===== config.mk =====
export PLATFORM = sky130hd
export DESIGN_NAME = y_alu_bist
export DESIGN_NICKNAME = d
export VERILOG_FILES = /design/src/rtl/y_alu_bist.sv
export SDC_FILE = /design/constraint.sdc
export NUM_CORES = 1
export LEC_CHECK = 0
export BUFFER_PORTS_ARGS = -buffer_cell sky130_fd_sc_hd__buf_2
export CELL_PAD_IN_SITES_DETAIL_PLACEMENT = 0
export CELL_PAD_IN_SITES_GLOBAL_PLACEMENT = 1
export CORE_AREA = 2 2 174 176
export DETAILED_ROUTE_END_ITERATION = 12
export DIE_AREA = 0 0 176 178
export HOLD_SLACK_MARGIN = 0.06
export PLACE_DENSITY = 0.89
export SLEW_MARGIN = 25
export SYNTH_ARGS = -nofsm -noshare
export SYNTH_HDL_FRONTEND = slang
export SYNTH_SLANG_ARGS = --single-unit
export TNS_END_PERCENT = 30

===== constraint.sdc =====
create_clock -name clk -period 12.9 [get_ports clk]
set_input_delay 2.58 -clock clk [delete_from_list [all_inputs] [get_ports clk]]
set_output_delay 2.58 -clock clk [all_outputs]
set_load 0.1 [all_outputs]

===== src/rtl/y_alu_bist.sv =====
// Built-in self-test sequencer for a 32-bit yAlu: drives LFSR operands through
// AND/OR/ADD/SUB/SLT, checks result and zero flag, and records the first failure.
module y_alu_bist #(
   parameter int          VECTORS = 3,
   parameter logic [31:0] SEED    = 32'hACE1_2021
) (
   input  logic        clk,
   input  logic        reset_n,
   input  logic        start,
   output logic [31:0] alu_a,
   output logic [31:0] alu_b,
   output logic [2:0]  alu_op,
   input  logic [31:0] alu_z,
   input  logic        alu_ex,
   output logic        busy,
   output logic        done,
   output logic        pass,
   output logic [10:0] fail_cnt,
   output logic [2:0]  first_fail_op,
   output logic [7:0]  first_fail_idx,
   output logic [31:0] first_fail_z
);

   // state | meaning
   // IDLE  | waiting for start after reset
   // GEN_A | load operand a from the LFSR
   // GEN_B | load operand b (random or a copy of a), ALU settles next cycle
   // CHECK | compare ALU result/zero flag against the oracle
   // DONE  | run finished, results held until the next start
   typedef enum logic [2:0] {IDLE, GEN_A, GEN_B, CHECK, DONE} state_t;

   localparam logic [31:0] SEED_EFF = (SEED == 32'd0) ? 32'd1 : SEED;
   localparam logic [31:0] MASK     = 32'h8020_0003;
   localparam logic [7:0]  LAST_IDX = 8'(VECTORS - 1);
   localparam logic [2:0]  OP_AND = 3'b000, OP_OR = 3'b001, OP_ADD = 3'b010,
                           OP_SUB = 3'b110, OP_SLT = 3'b111;
   localparam logic [10:0] FAIL_MAX = 11'd2047;

   state_t      state;
   logic [31:0] lfsr;
   logic [7:0]  idx;
   logic [31:0] expect_z;
   logic        vec_fail;
   logic [10:0] fail_next;

   function automatic logic [31:0] lfsr_step(input logic [31:0] v);
      return (v >> 1) ^ (v[0] ? MASK : 32'd0);
   endfunction

   function automatic logic [31:0] oracle(input logic [31:0] a, input logic [31:0] b,
                                          input logic [2:0] op);
      case (op)
         OP_AND:  return a & b;
         OP_OR:   return a | b;
         OP_ADD:  return a + b;
         OP_SUB:  return a - b;
         OP_SLT:  return {31'd0, $signed(a) < $signed(b)};
         default: return 32'd0;
      endcase
   endfunction

   function automatic logic [2:0] next_op(input logic [2:0] op);
      case (op)
         OP_AND:  return OP_OR;
         OP_OR:   return OP_ADD;
         OP_ADD:  return OP_SUB;
         default: return OP_SLT;
      endcase
   endfunction

   always_comb begin
      expect_z  = oracle(alu_a, alu_b, alu_op);
      vec_fail  = (alu_z != expect_z) || (alu_ex != (expect_z == 32'd0));
      fail_next = fail_cnt;
      if (vec_fail && fail_cnt != FAIL_MAX) fail_next = fail_cnt + 11'd1;
   end

   always_ff @(posedge clk) begin
      if (!reset_n) begin
         state          <= IDLE;
         lfsr           <= SEED_EFF;
         idx            <= 8'd0;
         alu_a          <= 32'd0;
         alu_b          <= 32'd0;
         alu_op         <= OP_AND;
         busy           <= 1'b0;
         done           <= 1'b0;
         pass           <= 1'b0;
         fail_cnt       <= 11'd0;
         first_fail_op  <= 3'd0;
         first_fail_idx <= 8'd0;
         first_fail_z   <= 32'd0;
      end else begin
         case (state)
            IDLE, DONE: begin
               if (start) begin
                  state          <= GEN_A;
                  busy           <= 1'b1;
                  done           <= 1'b0;
                  pass           <= 1'b0;
                  fail_cnt       <= 11'd0;
                  first_fail_op  <= 3'd0;
                  first_fail_idx <= 8'd0;
                  first_fail_z   <= 32'd0;
                  idx            <= 8'd0;
                  alu_op         <= OP_AND;
               end
            end
            GEN_A: begin
               alu_a <= lfsr;
               lfsr  <= lfsr_step(lfsr);
               state <= GEN_B;
            end
            GEN_B: begin
               // MSB-gated copy forces a == b on roughly half the vectors
               alu_b <= lfsr[31] ? lfsr : alu_a;
               lfsr  <= lfsr_step(lfsr);
               state <= CHECK;
            end
            CHECK: begin
               fail_cnt <= fail_next;
               if (vec_fail && fail_cnt == 11'd0) begin
                  first_fail_op  <= alu_op;
                  first_fail_idx <= idx;
                  first_fail_z   <= alu_z;
               end
               if (idx < LAST_IDX) begin
                  idx   <= idx + 8'd1;
                  state <= GEN_A;
               end else if (alu_op == OP_SLT) begin
                  state <= DONE;
                  busy  <= 1'b0;
                  done  <= 1'b1;
                  pass  <= (fail_next == 11'd0);
               end else begin
                  idx    <= 8'd0;
                  alu_op <= next_op(alu_op);
                  state  <= GEN_A;
               end
            end
            default: state <= IDLE;
         endcase
      end
   end

endmodule


==> out/metrics.yaml, run 1 <==
outcome: "complete, no violations"
clk_latency_ns: 0.44
final-hold-violation-count: 0
synth_area_leader_cell: "dfxtp_1"
critPathBufInv: 2
stdcell_area_um2: 15200
antenna_found_initial: 0
fmax_ghz: 0.156
fin_ws_ns: 6.50
slowest_delay_ns: 0.58
cts_resized: 0
async_flop_share_pct: 0
hpwlAfterDp_um: 42200
die_w_um: 176
drc_errors: 0
path_max_fanout: 48
tightest_slew_ns: 0.974
pre_cts_ws_ns: 6.14
irDropWorstVdd_v: 0.000112
cp-end-kind: "flop"
clockBufferDepth: 2
setup_tns_ns: 0
slew_headroom_pct: 34.7
die_h_um: 178
core_um2: 29400
cts_setup_buffers: 0
htreeDepth: 4
syn_area_per_cell_um2: 7.24
dr.pass1.iters: 5
cp.arrival_ns: 6.72
maxCapViolations: 0
path_clk_slew_ns: 0.07
viasPerCell: 6.36
routed_wl_um: 55300
finalNonFillerCells: 2357
nNetsFinal: 2091
cts_root_buf: "clkbuf_16"
track_usage_pct: 34.6
portBuffers: 159
finalCriticalPeriod_ns: 6.40
post-route-period-util_pct: 49.6
yosysWarnings: 0
synth-edff-count: 0
seq_power_share_pct: 29.0
drtIter0Drc: 1796
gp_congestion: 1.03
dp.cells: 2325
overflow: 0
grt_pass1_vias: 13474
grt_max_degree: 75
swShare_pct: 48.9
start_util_pct: 46.7
drive_above_1_share_pct: 13.5
cts_tree: "built"
p_per_area_nw_per_um2: 143
syn2layout_area_growth_pct: 10.5
syn_nets: 2034
ys.flop_type: "dfxtp_1"
cp.required_ns: 13.23
cell_internal_pwr_mw: 1.11
netlist_top_cells_area: "dfxtp_1 (24%), ha_1 (9.0%), nand2_1 (7.3%)"
synth_area_um2: 13700
ys_ff_latch: 167
p_leak_nw: 5.95
cts_sinks: 167
path_delay_family: "simple AND/OR/NAND/NOR gates"
dr_total_vias: 14982
place_area_um2: 14600
seq_area_frac_synth_pct: 24.4
hold_path_class: "reg2reg"
setup_viol: 0
holdWs_ns: 0.454
syn-instance-count: 1897
worst-setup-path-type: "in2reg"
grt_pass1_wl_um: 83000
antenna_cells: 0
drv_slew: 0
ant_nets: 0
ctsHoldBuffers: 0
pwr-share-comb_pct: 47.9
pwr-share-clk_pct: 23.1
startpoint_type: "primary input"
ioPinCount: 160
num_rows: 63
skew_ns: 0.0161
critPathSlowestCell: "or4_4"
crit_chain: "buf_2 -> nor4_1 -> o2111ai_1 -> nand2_1 -> nor4b_1 -> nand4_1 -> nor4_1 -> nand4_1 -> or4_1 -> or4_4 -> nor4_4 -> buf_4 -> nor2_1 -> and3_1 -> o221a_1"
netlist-cell-type-count: 95
rsz0062_at_grt: "false"
die-area_um2: 31300
wl_per_cell_um: 23.5
yosysTopAreaCellShare_pct: 24.4
numCtsBuffers: 17
switchingPower_mw: 1.06
## kinds of logic after synthesis
kind of cell	Yosys count	synth area share, %
AO/OA/AOI/OAI	573	28.3
XOR/XNOR	42	2.68
adder cells (fa/ha/maj)	101	9.31
buffers and inverters	263	7.59
flip-flops	167	24.4
multiplexers	41	3.01
AND/OR/NAND/NOR	710	24.7
## sequential cells by signal (all words and copies together), names as in the netlist, 8 cells and up
signal,count
first_fail_idx,8
fail_cnt,11
alu_a,32
alu_b,32
idx,8
lfsr,32
first_fail_z,32
## cell usage in the layout, fill, tap and decap left out, types with 56 or more instances in the layout
master / Yosys / layout
nand2_1: 266 / 265
a21oi_1: 184 / 184
dfxtp_1: 167 / 165
buf_2: 32 / 159
nor2_1: 147 / 145
inv_1: 120 / 120
ha_1: 99 / 99
o21ai_0: 88 / 87
nand3_1: 80 / 80
o211ai_1: 56 / 56
## routing by layer
metal / share of wire (%) / track usage [%] / vias up
met2: 41 / 48.9 / 712
li1: - / - / 6951
met1: 46 / 51.0 / 7180
met4: 4.5 / 14.5 / 0
met5: 0 / 0 / -
met3: 8.6 / 6.44 / 139
## cells in the mapped netlist (7+ instances only)
cell,count
o21ai_0,88
o211ai_1,56
nor3b_1,8
nor4_1,26
mux2i_1,39
o22ai_1,9
or3_1,9
a21oi_1,184
nand2b_1,14
clkbuf_1,90
buf_1,14
xnor2_1,33
nand2_1,266
and3_1,22
nand3_1,80
and2_1,11
a211oi_1,24
or4_1,12
dfxtp_1,167
or2_2,7
buf_2,32
o21ai_1,8
o311ai_1,27
xor2_1,9
nor3_1,24
a31oi_1,10
o31ai_1,15
a22oi_1,13
nor2b_1,29
o311ai_0,22
nor2_1,147
o21a_1,13
ha_1,99
inv_1,120
nand4_1,27
## final timing paths
check / startpoint / endpoint / slack [ns] / cells after the start
min reg2reg: done / done / 0.45 / 2
min: done / done / 0.45 / 2
max: alu_z[8] / fail_cnt[4] / 6.50 / 15
max reg2reg: alu_b[0] / first_fail_op[2] / 6.51 / 19
## through the flow
| stage | utilization (%) | total power [mW] |
|---|---|---|
| after CTS | 51.6 | 2.15 |
| after global routing | 51.6 | 2.27 |
| final | 51.6 | 2.17 |
| after global placement | 49.7 | 1.64 |
| after detailed placement | 49.7 | 1.65 |
| after floorplan | - | 1.38 |
## cell type report
class | count | area (µm²)
flip-flops and latches | 167 | 3350
well taps | 390 | 488
inverters | 124 | 468
repair buffers | 177 | 931
clock buffers | 19 | 443
clock inverters | 13 | 121
multi-input cells | 1467 | 9370
fillers | 2948 | 14200
## power by group through the flow
stage | Clock, mW | Combinational (mW) | Sequential (mW)
after floorplan | 0 | 0.593 | 0.791
after global placement | 0 | 1.01 | 0.636
after detailed placement | 0 | 1.01 | 0.639
after CTS | 0.505 | 1.01 | 0.627
after global routing | 0.526 | 1.11 | 0.636
final | 0.501 | 1.04 | 0.630
## tightest hold or removal path, delay by kind of cell, from the launching register on
family / cells / cell delay [ns]
flops: 1 / 0.31
compound gates: 1 / 0.05
simple gates: 1 / 0.05
Note: power is estimated with default switching activity, not from simulation.
==> run 2: changes to the inputs <==
CORE_AREA = 2 2 189 191   (was 2 2 174 176)
DIE_AREA = 0 0 191 193   (was 0 0 176 178)
PLACE_DENSITY = 0.8   (was 0.89)
clock period = 5.17 ns   (was 12.9 ns; I/O delays follow)
==> run 2 against run 1 <==
Largest power group unchanged. Combinational power increased to 3.1 times the previous value. Sequential power increased by 140%. Sequential cell count unchanged. Sequential share of layout area decreased by 2.6 points. Final area increased by 15%. Hold slack improved by 0.0095 ns. Highest routed layer is now met5.
==> out/metrics.yaml, run 2 (synthesis gave the netlist of run 1 again) <==
hp-start: "done"
cts_tree: "built"
pwr-share-clk_pct: 21.7
cp-end-kind: "flop"
drv_slew: 0
layout.cells.most_common: "nand2_1"
nNetsFinal: 2305
startpoint_type: "flop"
fmax_ghz: 0.194
finalCriticalPeriod_ns: 5.15
total_power_mw: 6.13
holdWs_ns: 0.464
track_usage_pct: 31.9
start_util_pct: 39.3
slew_headroom_pct: 30.0
cp.required_ns: 5.49
pwr-share-comb_pct: 53.2
path_max_fanout: 10
critPathLaunch: "alu_b[1]"
numCtsBuffers: 17
die_h_um: 193
ctsHoldBuffers: 0
fillCellCount: 3481
cts_sinks: 167
grt_pass1_vias: 14524
htreeDepth: 4
post-route-period-util_pct: 99.6
tightest_slew_ns: 1.04
final-hold-violation-count: 0
p_leak_nw: 7.20
switchingPower_mw: 2.86
ioPinCount: 160
routed_wl_um: 60800
clk_latency_ns: 0.45
cell_internal_pwr_mw: 3.27
final_cell_mix: "nand2_1 (261), buf_4 (212), a21oi_1 (177)"
crit_end: "pass"
rsz0062_at_grt: "true"
setup_viol: 0
core_um2: 35000
drtIter0Drc: 1622
cp.arrival_ns: 5.47
num_rows: 69
cts_root_buf: "clkbuf_16"
r2r_start: "alu_b[1]"
path_clk_slew_ns: 0.07
irDropWorstVdd_v: 0.000254
viasPerCell: 6.00
die-area_um2: 36900
hold_path_class: "reg2reg"
swShare_pct: 46.7
portBuffers: 159
overflow: 0
die_w_um: 191
r2r-end: "pass"
clockBufferDepth: 2
dr_total_vias: 15868
worst-setup-path-type: "reg2reg"
dr.pass1.iters: 5
worst-r2r-cell-count: 18
outcome: "complete, no violations"
syn2layout_area_growth_pct: 27.6
ant_nets: 0
maxCapViolations: 0
drive_above_1_share_pct: 27.2
setup_tns_ns: 0
gp_congestion: 1.07
rrSetupSlack_ns: 0.02
drc_errors: 0
grt_pass1_wl_um: 89700
wl_per_cell_um: 23.0
hpwlAfterDp_um: 47800
skew_ns: 0.0243
seq_power_share_pct: 25.1
grt_max_degree: 77
antenna_found_initial: 2
p_per_area_nw_per_um2: 350
## run 2: cell count changes in the layout (fill, tap and decap cells not counted), sizes merged
cell	delta
buf	+214
bufinv	+1
clkbuf	-1
clkinv	-2
clkinvlp	-1
diode	+2
inv	+3
## run 2: layout make-up
type                    instances  area, µm²  share of cell area, %
clock buffers                  18        429                   2.45
inverters                     124        473                   2.70
flip-flops and latches        167       3410                   19.5
well taps                     461        577                   3.29
multi-input cells            1467       9810                   56.0
clock inverters                14        161                  0.921
diodes                          2       5.00                 0.0286
repair buffers                391       2650                   15.1
## run 2: metrics by stage
step	worst slack [ns]	std cells	util, %	cell area (µm²)
2_1_floorplan	0.0000946	1897	-	13800
3_3_place_gp	-0.236	2587	46.4	16200
3_5_place_dp	-0.336	2587	46.4	16200
4_1_cts	0.0156	2620	48.3	16900
5_1_grt	-0.128	2642	50.1	17500
6_report	0.0215	2644	50.1	17500
## run 2: routing by layer
metal,wire length (µm),track usage (%)
met1,27200,45.6
met2,25800,47.0
met3,5690,7.11
met4,2050,11.0
met5,13,0
## run 2: worst min-delay path by stage
stage	depth (start not counted)	slack [ns]	endpoint
2_1_floorplan	2	0.45	idx[6]
3_3_place_gp	2	0.45	done
3_5_place_dp	2	0.46	done
4_1_cts	2	0.47	done
5_1_grt	2	0.49	first_fail_z[15]
6_report	2	0.46	done
## run 2: repair_timing
action	CTS	global route
resized for setup	9	107
gates cloned	0	2
setup endpoints to repair	55	55
buffers inserted	1	21
pin swaps	2	46
## run 2: power groups by stage
stage / clock network (mW) / logic, mW / registers, mW
after CTS: 1.35 / 2.99 / 1.53
after global placement: 0 / 2.96 / 1.56
after global routing: 1.40 / 3.45 / 1.56
after detailed placement: 0 / 2.97 / 1.56
after floorplan: 0 / 1.48 / 1.98
final: 1.33 / 3.26 / 1.54
## run 2: worst max-delay path, cell delays in order (launching register included)
cell	delay [ns]
dfxtp_2	0.36
inv_4	0.05
ha_4	0.23
or2_4	0.25
a2111o_1	0.54
a211oi_4	0.39
buf_4	0.17
o211ai_1	0.07
o211ai_1	0.20
xnor2_2	0.20
mux2i_1	0.24
nand4_1	0.10
or4_4	0.55
or4_4	0.51
or4_4	0.53
buf_6	0.17
and4_1	0.18
o221ai_1	0.19
o21ai_1	0.09
==> run 3: changes to the inputs <==
CORE_AREA = 2 2 174 176   (was 2 2 189 191)
DIE_AREA = 0 0 176 178   (was 0 0 191 193)
PLACE_DENSITY = 0.89   (was 0.8)
clock period = 6.7 ns   (was 5.17 ns; I/O delays follow)
==> run 3 against run 2 <==
Highest routed layer is now met4. Largest power group unchanged. Die area down 15%. Critical path depth shrank 2. Maximum frequency shrank 14%. Register-to-register slack better by 0.69 ns. Sequential share of layout area up 2.4 points. Critical path type unchanged. Final cell count decreased by 10%.
==> out/metrics.yaml, run 3 (synthesis gave the netlist of run 1 again) <==
drv_slew: 0
numCtsBuffers: 17
critPathSlowestCell: "xor2_1"
p_leak_nw: 6.02
rsz0062_at_grt: "false"
cts_tree: "built"
irDropWorstVdd_v: 0.000271
ctsHoldBuffers: 0
htreeDepth: 4
die_w_um: 176
hold_path_class: "reg2reg"
critPathLaunch: "alu_a[1]"
start_util_pct: 46.7
worst-setup-path-type: "reg2reg"
fmax_ghz: 0.167
antenna_found_initial: 1
portBuffers: 159
pwr-share-clk_pct: 23.6
slew_headroom_pct: 22.7
drtIter0Drc: 2095
cell_internal_pwr_mw: 2.19
cts_resized: 0
nNetsFinal: 2103
cp.arrival_ns: 6.33
post-route-period-util_pct: 89.4
cp-end-kind: "flop"
tightest_slew_ns: 1.15
cts_root_buf: "clkbuf_16"
cts_setup_buffers: 0
grt_pass1_wl_um: 86500
layout.cells.most_common: "nand2_1"
seq_power_share_pct: 28.7
die-area_um2: 31300
slowest_delay_ns: 0.63
syn2layout_area_growth_pct: 11.5
grt_max_degree: 74
pwr-share-comb_pct: 47.7
final_cell_mix: "nand2_1 (265), a21oi_1 (184), dfxtp_1 (165)"
dr_total_vias: 15079
setup_viol: 0
final_util_pct: 52.0
crit_chain: "inv_1 -> ha_1 -> a211oi_1 -> o21ai_1 -> a211oi_1 -> a311oi_2 -> xor2_1 -> mux2i_1 -> nor4_1 -> nand4_1 -> or4_1 -> or4_4 -> nor4_4 -> nor2_1 -> and3_1 -> o221a_1"
hp-start: "done"
grt_pass1_vias: 13937
drc_errors: 0
gp_congestion: 1.04
ioPinCount: 160
p_per_area_nw_per_um2: 276
cp.required_ns: 7.04
viasPerCell: 6.37
path_clk_slew_ns: 0.07
finalCriticalPeriod_ns: 5.99
overflow: 0
routed_wl_um: 57600
clockBufferDepth: 2
num_rows: 63
startpoint_type: "flop"
wl_per_cell_um: 24.3
clk_latency_ns: 0.45
final-hold-violation-count: 0
hpwlAfterDp_um: 44600
dr.pass1.iters: 6
r2r_start: "alu_a[1]"
setup_tns_ns: 0
switchingPower_mw: 2.03
track_usage_pct: 36.2
ant_nets: 0
skew_ns: 0.0186
cpMostUsedCell: "a211oi_1"
maxCapViolations: 0
swShare_pct: 48.2
die_h_um: 178
cts_sinks: 167
outcome: "complete, no violations"
drive_above_1_share_pct: 14.0
core_um2: 29400
path_max_fanout: 10
[run 3: cell types whose count changed in the layout (fill, tap and decap cells not counted), moves of 7 or more]
cell and change:
dfxtp_1 +48, dfxtp_2 -46, buf_4 -184, ha_4 -8
buf_6 -16, ha_1 +13, a21oi_1 +7
[run 3: worst paths after layout]
| kind | cells after the start | endpoint | slack (ns) |
|---|---|---|---|
| min | 2 | done | 0.46 |
| max | 16 | fail_cnt[2] | 0.71 |
| min reg2reg | 2 | done | 0.46 |
| max reg2reg | 16 | fail_cnt[2] | 0.71 |
[run 3: power groups by stage]
stage	Sequential, mW	Clock [mW]	Combinational [mW]
2_1_floorplan	1.52	0	1.14
3_3_place_gp	1.22	0	1.96
3_5_place_dp	1.23	0	1.96
4_1_cts	1.21	1.00	1.97
5_1_grt	1.22	1.05	2.15
6_report	1.21	0.994	2.01
[run 3: critical path: cells and delay by family, from the launching register on]
kind / cells / cell delay (ns)
xor gates and xnor gates: 1 / 0.63
adders and majority gates: 1 / 0.34
AOI/OAI and AO/OA: 5 / 1.37
muxes: 1 / 0.19
buffers and inverters: 1 / 0.19
DFF: 1 / 0.45
and+or+nand+nor: 7 / 2.70
[run 3: per-layer routing]
metal | GRT usage [%] | share of wire, %
met4 | 13.3 | 3.4
met1 | 53.1 | 45
met5 | 0 | 0
met2 | 52.6 | 42
met3 | 6.52 | 9.5
[run 3: area by class of cell]
type / instances / area [µm²]
fillers: 2936 / 14100
multi-input cells: 1467 / 9370
flip-flops and latches: 167 / 3350
repair buffers: 189 / 1050
well taps: 390 / 488
inverters: 124 / 468
clock buffers: 19 / 453
clock inverters: 11 / 126
diodes: 1 / 2.50
[run 3: per-stage QoR]
step	instance area (µm²)	std cells	hold slack [ns]	setup slack, ns	total power, mW
after floorplan	13700	1897	0.450	1.13	2.66
after global placement	14700	2337	0.443	0.911	3.18
after detailed placement	14700	2337	0.455	0.902	3.19
after CTS	15300	2367	0.466	0.870	4.18
after global routing	15300	2367	0.485	0.439	4.42
final	15300	2368	0.461	0.708	4.22
